$ cat config.mk
export PLATFORM = sky130hd
export DESIGN_NAME = ss_ddr_bridge
export DESIGN_NICKNAME = d
export VERILOG_FILES = /design/src/rtl/ss_ddr_bridge.sv
export SDC_FILE = /design/constraint.sdc
export NUM_CORES = 1
export LEC_CHECK = 0
export CELL_PAD_IN_SITES_DETAIL_PLACEMENT = 2
export CELL_PAD_IN_SITES_GLOBAL_PLACEMENT = 2
export CORE_UTILIZATION = 23
export CTS_CLUSTER_SIZE = 40
export DETAILED_ROUTE_END_ITERATION = 7
export PLACE_DENSITY_LB_ADDON = 0.25
export SYNTH_ARGS = -nofsm -noshare
export SYNTH_HDL_FRONTEND = slang
export SYNTH_SLANG_ARGS = --single-unit
$ cat constraint.sdc
create_clock -name clk -period 1.8 [get_ports clk]
set_input_delay 0.36 -clock clk [delete_from_list [all_inputs] [get_ports clk]]
set_output_delay 0.36 -clock clk [all_outputs]
set_load 0.005 [all_outputs]
$ cat src/rtl/ss_ddr_bridge.sv
// ss_ddr_bridge: turns the savestate toggle req/ack port into single-beat DDRAM
// commands inside the savestate window, with a watchdog for lost read data.
module ss_ddr_bridge #(
  parameter logic [28:0] BASE_WORD = 29'h07C0_0000,
  parameter int unsigned TIMEOUT   = 4095
) (
  input  logic        clk,
  input  logic        reset_n,
  input  logic [18:0] ss_addr,
  input  logic [63:0] ss_do,
  input  logic        ss_we,
  input  logic [7:0]  ss_be,
  input  logic        ss_req,
  output logic        ss_ack,
  output logic [63:0] ss_di,
  input  logic        ddram_busy,
  output logic [7:0]  ddram_burstcnt,
  output logic [28:0] ddram_addr,
  output logic        ddram_rd,
  output logic        ddram_we,
  output logic [63:0] ddram_din,
  output logic [7:0]  ddram_be,
  input  logic [63:0] ddram_dout,
  input  logic        ddram_dout_ready,
  output logic        timeout_err
);
  typedef enum logic [1:0] {IDLE, WR_ISSUE, RD_ISSUE, RD_WAIT} state_t;
  localparam logic [11:0] WD_LAST = 12'(TIMEOUT - 1);
  state_t      state, state_nx;
  logic        ss_ack_nx, ddram_rd_nx, ddram_we_nx, timeout_err_nx;
  logic [63:0] ss_di_nx, ddram_din_nx;
  logic [28:0] ddram_addr_nx;
  logic [7:0]  ddram_be_nx;
  logic [11:0] wd, wd_nx;
  assign ddram_burstcnt = 8'd1;
  always_ff @(posedge clk or negedge reset_n) begin
    if (!reset_n) begin
      state       <= IDLE;
      ss_ack      <= 1'b0;
      ss_di       <= 64'h0;
      ddram_rd    <= 1'b0;
      ddram_we    <= 1'b0;
      ddram_addr  <= 29'h0;
      ddram_din   <= 64'h0;
      ddram_be    <= 8'hFF;
      timeout_err <= 1'b0;
      wd          <= 12'h0;
    end else begin
      state       <= state_nx;
      ss_ack      <= ss_ack_nx;
      ss_di       <= ss_di_nx;
      ddram_rd    <= ddram_rd_nx;
      ddram_we    <= ddram_we_nx;
      ddram_addr  <= ddram_addr_nx;
      ddram_din   <= ddram_din_nx;
      ddram_be    <= ddram_be_nx;
      timeout_err <= timeout_err_nx;
      wd          <= wd_nx;
    end
  end
  always_comb begin
    state_nx       = state;
    ss_ack_nx      = ss_ack;
    ss_di_nx       = ss_di;
    ddram_rd_nx    = ddram_rd;
    ddram_we_nx    = ddram_we;
    ddram_addr_nx  = ddram_addr;
    ddram_din_nx   = ddram_din;
    ddram_be_nx    = ddram_be;
    timeout_err_nx = timeout_err;
    wd_nx          = wd;
    case (state)
      IDLE: if (ss_req != ss_ack) begin
        ddram_addr_nx = BASE_WORD + {10'd0, ss_addr};
        ddram_din_nx  = ss_do;
        ddram_be_nx   = ss_we ? ss_be : 8'hFF;
        ddram_we_nx   = ss_we;
        ddram_rd_nx   = !ss_we;
        state_nx      = ss_we ? WR_ISSUE : RD_ISSUE;
      end
      WR_ISSUE: if (!ddram_busy) begin
        ddram_we_nx = 1'b0;
        ss_ack_nx   = !ss_ack;
        state_nx    = IDLE;
      end
      RD_ISSUE: if (!ddram_busy) begin
        ddram_rd_nx = 1'b0;
        wd_nx       = 12'h0;
        state_nx    = RD_WAIT;
      end
      RD_WAIT:
        // data and ack move together so req==ack always implies valid ss_di
        if (ddram_dout_ready) begin
          ss_di_nx  = ddram_dout;
          ss_ack_nx = !ss_ack;
          state_nx  = IDLE;
        end else if (wd == WD_LAST) begin
          ss_di_nx       = 64'h0;
          ss_ack_nx      = !ss_ack;
          timeout_err_nx = 1'b1;
          state_nx       = IDLE;
        end else begin
          wd_nx = wd + 12'd1;
        end
      default: state_nx = IDLE;
    endcase
  end
endmodule

==> summary.txt, run 1 <==
Clock sink count = 174
Routed length per instance = 19.1 µm
Post-synth ARST share = 100%
Antenna-violating nets left = 0
Setup Crit Path Kind = reg -> reg
Area Growth Syn to Fin = 67.3%
Fin Setup TNS = 0 ns
Placer Congestion = 0.743
Fmax = 0.571 GHz
DR iter-0 viols = 204
Final WL = 26.9 mm
Initial core utilization = 23.4%
Antenna cells = 0
Clock root buffer = clkbuf_16
Final clock skew = 0.0111 ns
Fill cells = 3156
Final core occ = 39.1%
Synth warn = 0
Final net count = 1170
Yosys top cell by area = dfrtp_1
Drt drc = 0
WHS = 0.357 ns
Tot GR Track Use = 18.0%
Minimum clock period = 1.75 ns
Core area = 29600 µm²
Total grt overflow = 0
Die Y-Extent = 176 µm
Total CTS buffers = 17
Max-Cap Viols = 0
Fin crit share = 97.3%
Slew Limit Fails = 0
Cell Area, Synth = 6930 µm²
HPWL after DPL = 19.7 mm
Row count = 63
Reg area = 4370 µm²
Die W = 176 µm
Largest cells by area after synthesis = dfrtp_1 60%, nand2_1 15%, a22o_1 8.1%
H-tree levels = 4
First-pass GRT wire length = 41.8 mm
WP data arrival = 2.13 ns
Buffers added on ports = 324
Pin count of the biggest net entering global routing = 65
Maximum clock path buffer count = 2
EDFF count, synth = 0
Multi-input combinational cell area = 2290 µm²
Synth Area per Inst = 10.5 µm²
CTS clk-pin slew, worst paths = 0.07 ns
Vias in the first global route = 6855
Number of antenna violations at the first check in global routing = 2
Power per cell area = 1650 nW/µm²
CP Max Fanout = 8
Top-area cell type share of the netlist area = 59.9%
Worst skew pair latency = 0.45 ns
Peak supply drop = 0.711 mV
Predominant post-synthesis flop cell = dfrtp_1
TritonCTS clock tree = built
Die Area = 30800 µm²
Static leakage = 5.44 nW
Share of cells above drive strength 1 = 10.5%
Sequential cell area fraction in the yosys report = 63.0%
WP data required = 2.18 ns
Setup-failing EPs final = 0
1st-pass router iterations = 4
Element type at the critical path start = flop
RSZ-0062 raised after global routing = true
Final hold violation count = 0
Crit. End Element = flop
Yosys reg bits = 174
Status = finished clean
Post-Synthesis Cells = 659
Worst hold path class = in -> async
I/O pin count = 338
Fin worst setup slack = 0.0491 ns
Pre-CTS setup slack = -0.196 ns
Post-synth cell types = 43
Via-per-instance ratio = 4.47
Total number of vias = 6307
-- per-stage QoR --
stage,std cells,cell area [µm²],power [mW]
CTS,1410,11600,19.6
global route,1410,11600,20.5
detailed placement,1374,10900,15.5
floorplan,670,6970,9.73
global placement,1374,10900,15.2
finish,1410,11600,19.2
-- registers in the layout (all words and copies together), names as in the netlist --
name / flops
ss_di: 64
state: 2
ddram_addr: 20
ddram_rd: 1
timeout_err: 1
ddram_be: 8
ddram_din: 64
ddram_we: 1
ss_ack: 1
wd: 12
-- cell type report --
| type | count | area share [%] |
|---|---|---|
| multi-input cells | 436 | 19.7 |
| well taps | 390 | 4.21 |
| inverters | 4 | 0.130 |
| repair buffers | 374 | 33.0 |
| flip-flops and latches | 174 | 37.7 |
| clock inverters | 11 | 1.11 |
| clock buffers | 21 | 4.15 |
-- synth_stat cells (all sizes together), types with 2 or more instances --
master  instances
a22o           64
nand2b          3
dfstp           8
nand4           5
ha              2
dfrtp         166
or4             3
nor2            3
nand3           7
nand2         271
xnor2           2
o31ai           5
clkbuf          9
conb            2
and3            5
o211ai          3
or3             5
inv             4
nor4            2
a21oi           8
buf            47
o21ai          21
-- layout by cell type, fill, tap and decap left out, drive strengths merged, types with 2 or more instances in the layout --
master,synthesis,routed
nand3,7,7
and3,5,5
o21ai,21,21
dfstp,8,8
conb,2,13
a22o,64,64
a21oi,8,8
nor4,2,2
dfrtp,166,166
or4,3,3
dlymetal6s2s,0,3
bufinv,0,2
nand4,5,5
dlygate4sd2,0,12
buf,47,50
clkdlybuf4s50,0,308
clkbuf,9,21
ha,2,2
o31ai,5,5
clkinv,0,4
nand2,271,271
o211ai,3,3
nand2b,3,3
xnor2,2,2
nor2,3,3
inv,4,8
or3,5,5
-- where the power goes --
group	internal, mW	total (mW)	switching, mW	leakage [nW]
clock	2.21	3.93	1.72	0.302
sequential	5.74	6.76	1.02	2.17
combinational	4.88	8.47	3.59	2.97
-- cells by family after synthesis --
group	count (synthesis)	synth area share (%)
multiplexers	1	0.325
XOR/XNOR	2	0.253
buffers and inverters	60	5.51
adder cells (fa/ha/maj)	2	0.361
other	2	0.108
AND/OR/NAND/NOR	308	18.4
AO/OA/AOI/OAI	110	12.1
flip-flops	174	63.0
-- critical path, stage by stage, from the launching register on --
cell,delay (ns)
dfrtp_1,0.35
inv_1,0.05
ha_2,0.19
nand4_4,0.12
buf_4,0.14
nor4_4,0.05
buf_4,0.16
or4_4,0.48
a21oi_2,0.14
-- path summary, 6_finish.rpt --
kind,from,endpoint,depth (start not counted),slack (ns)
max in group asynchronous,reset_n,ddram_addr[25],3,0.80
setup / recovery,wd[0],wd[3],8,0.05
setup reg to reg,wd[0],wd[3],8,0.05
hold reg to reg,ddram_be[2],ddram_be[2],2,0.45
hold / removal,reset_n,ss_di[58],2,0.36
min in group clk,ss_do[37],ddram_din[37],3,0.43
-- per-layer routing --
metal / up-vias / wire length, µm / GRT usage (%)
met3: 34 / 1910 / 5.58
met5: - / 13 / 0
met1: 3192 / 11200 / 21.5
met2: 215 / 13200 / 30.0
met4: 2 / 626 / 6.85
li1: 2864 / - / -
-- repair_timing --
action	4_1_cts	5_1_grt
hold endpoints to repair	23	0
resized for setup	15	8
setup endpoints to repair	20	79
hold buffers	1	0
pin swaps	1	1
buffers inserted	3	1
Note: power is estimated with default switching activity, not from simulation.
==> run 2, diff against run 1 <==
Settings changed: CORE_UTILIZATION 23 to 25, SKIP_CTS_REPAIR_TIMING set to 1.
Clock period 1.8 ns to 2.08 ns, I/O delays scaled along.
==> summary.txt, run 2 (synthesis gave the netlist of run 1 again) <==
Worst reg2reg startpoint = wd[0]
TritonCTS clock tree = built
Die Y-Extent = 169 µm (-4.0%)
Routed length per instance = 18.7 µm (-2.2%)
R2R Path End = ss_di[29]
Setup-failing EPs final = 0 (unchanged)
Dpl cells = 1342 (-2.3%)
Share of cells above drive strength 1 = 8.37% (-2.1 points)
Number of antenna violations at the first check in global routing = 4 (+2)
Fin crit share = 93.0% (-4.2 points)
Final hold violation count = 0 (unchanged)
DR iter-0 viols = 269 (+32%)
WP data required = 2.40 ns (+0.22 ns)
Peak supply drop = 0.495 mV (-30%)
Core area = 27100 µm² (-8.6%)
Fin worst setup slack = 0.145 ns (+0.0958 ns)
Worst skew pair latency = 0.45 ns (about the same)
Power per cell area = 1440 nW/µm² (-13%)
Fmax = 0.517 GHz (-9.5%)
Initial core utilization = 25.6% (+2.2 points)
Top flop regs = ddram_din (64), ss_di (64), ddram_addr (20)
1st-pass router iterations = 4 (unchanged)
Most frequent cells in the layout = 323 x clkdlybuf4s50_1, 270 x nand2_1, 166 x dfrtp_1, 64 x a22o_1
Worst hold path class = reg -> reg
Commonest non-fill, non-tap cell in the layout = clkdlybuf4s50_1
Normalized max-slew margin = 60.0%
Vias in the first global route = 6770 (-1.2%)
First-pass GRT wire length = 40.2 mm (-3.9%)
Final clock skew = 0.0137 ns (+0.00253 ns)
Final net count = 1153 (-1.5%)
Die W = 169 µm (-4.0%)
Met2 Track Usage GR = 30.9% (+0.88 points)
HPWL after DPL = 18.7 mm (-4.7%)
Slowest-stage cell, CP = dfrtp_1
GRT busiest layer = met2
RSZ-0062 raised after global routing = false
Tot GR Track Use = 18.6% (+0.67 points)
Crit. End Element = flop
Clock sink count = 174 (unchanged)
Row count = 60 (-4.8%)
Placer Congestion = 0.762 (+2.7%)
Antenna-violating nets left = 0 (unchanged)
Area Growth Syn to Fin = 64.1%
Crit-path max cell delay = 0.43 ns (-0.05 ns)
CTS clk-pin slew, worst paths = 0.07 ns (about the same)
I/O pin count = 338 (unchanged)
Slew Limit Fails = 0 (unchanged)
Via-per-instance ratio = 4.49 (+0.39%)
Crit path from = wd[0]
Buffers added on ports = 324 (unchanged)
Reg2reg setup slack = 0.14 ns (+0.10 ns)
Total Power = 16.4 mW (-14%)
Element type at the critical path start = flop
Clock root buffer = clkbuf_16
Pin count of the biggest net entering global routing = 65 (unchanged)
Total CTS buffers = 17 (unchanged)
Maximum clock path buffer count = 2 (unchanged)
H-tree levels = 4 (unchanged)
Met1 Track Usage GR = 21.7% (+0.17 points)
Post-Layout Cell Count = 1378 (-2.3%)
WHS = 0.452 ns (+0.0958 ns)
Die Area = 28400 µm² (-7.9%)
CP Cell Sequence = inv_1 -> ha_1 -> nand4_2 -> nor4_4 -> o21bai_4 -> buf_12 -> a22o_1
Fin Setup TNS = 0 ns (unchanged)
Crit path to = ss_di[29]
Total grt overflow = 0 (unchanged)
Drt drc = 0 (unchanged)
CP Max Fanout = 64 (+56)
Minimum clock period = 1.94 ns (+0.184 ns)
Max-Cap Viols = 0 (unchanged)
Worst Tran Pin Value = 0.600 ns
Pre-CTS setup slack = 0.0656 ns (+0.262 ns)
Setup Crit Path Kind = reg -> reg
Met3 Track Usage GR = 7.20% (+1.6 points)
Status = finished clean
WP data arrival = 2.25 ns (+0.12 ns)
Static leakage = 5.26 nW (-3.3%)
Total number of vias = 6188 (-1.9%)
Final WL = 25.7 mm (-4.5%)
R2R cell count = 7 (-1)
==> run 2: changes by cell type in the layout (fill, tap and decap cells not counted), sizes merged, moves of 2 or more <==
cell           previous run  this run
dlygate4sd2              12         0
diode                     0         3
clkdlybuf4s50           308       323
dlymetal6s2s              3         0
buf                      50        33
clkbuf                   21        19
inv                       8        10
==> run 2: per-layer routing <==
layer	wire length, µm	vias to the layer above
met4	580	2
met1	10300	3096
li1	-	2832
met2	12500	225
met5	13	-
met3	2330	33
==> run 2: cell type report <==
class	instances	area [µm²]
inverters	4	15.0
well taps	372	465
diodes	3	7.51
clock buffers	19	453
repair buffers	357	3640
fillers	2861	15700
multi-input cells	436	2250
flip-flops and latches	174	4360
clock inverters	13	175
==> run 2: worst max-delay path: cells and delay by family, from the launching register on <==
| kind | cells | cell delay [ns] |
|---|---|---|
| AO/OA/AOI/OAI | 2 | 0.34 |
| AND/OR/NAND/NOR | 2 | 0.53 |
| flip-flops | 1 | 0.43 |
| adder cells (fa/ha/maj) | 1 | 0.18 |
| buffers and inverters | 2 | 0.28 |
==> run 2: report_power, final <==
group / switching (mW) / internal (mW) / leakage [nW]
clock: 1.52 / 1.99 / 0.307
combinational: 2.99 / 4.08 / 2.79
sequential: 0.871 / 4.96 / 2.17
==> run 2: worst min path at each step <==
stage / endpoint / slack, ns / from / depth (start not counted)
3_5_place_dp: ss_di[26] / 0.43 / reset_n / 1
2_1_floorplan: ddram_addr[0] / 0.12 / reset_n / 0
3_3_place_gp: ss_di[26] / 0.42 / reset_n / 1
6_report: ddram_be[7] / 0.45 / ddram_be[7] / 2
5_1_grt: ddram_be[6] / 0.48 / ddram_be[6] / 2
4_1_cts: ss_di[26] / -0.05 / reset_n / 1
==> run 2: stage by stage <==
stage               cell area (µm²)  util [%]
floorplan                      6970         -
global placement              10700      39.6
detailed placement            10700      39.6
CTS                           11400      41.9
global route                  11400      42.0
finish                        11400      42.0
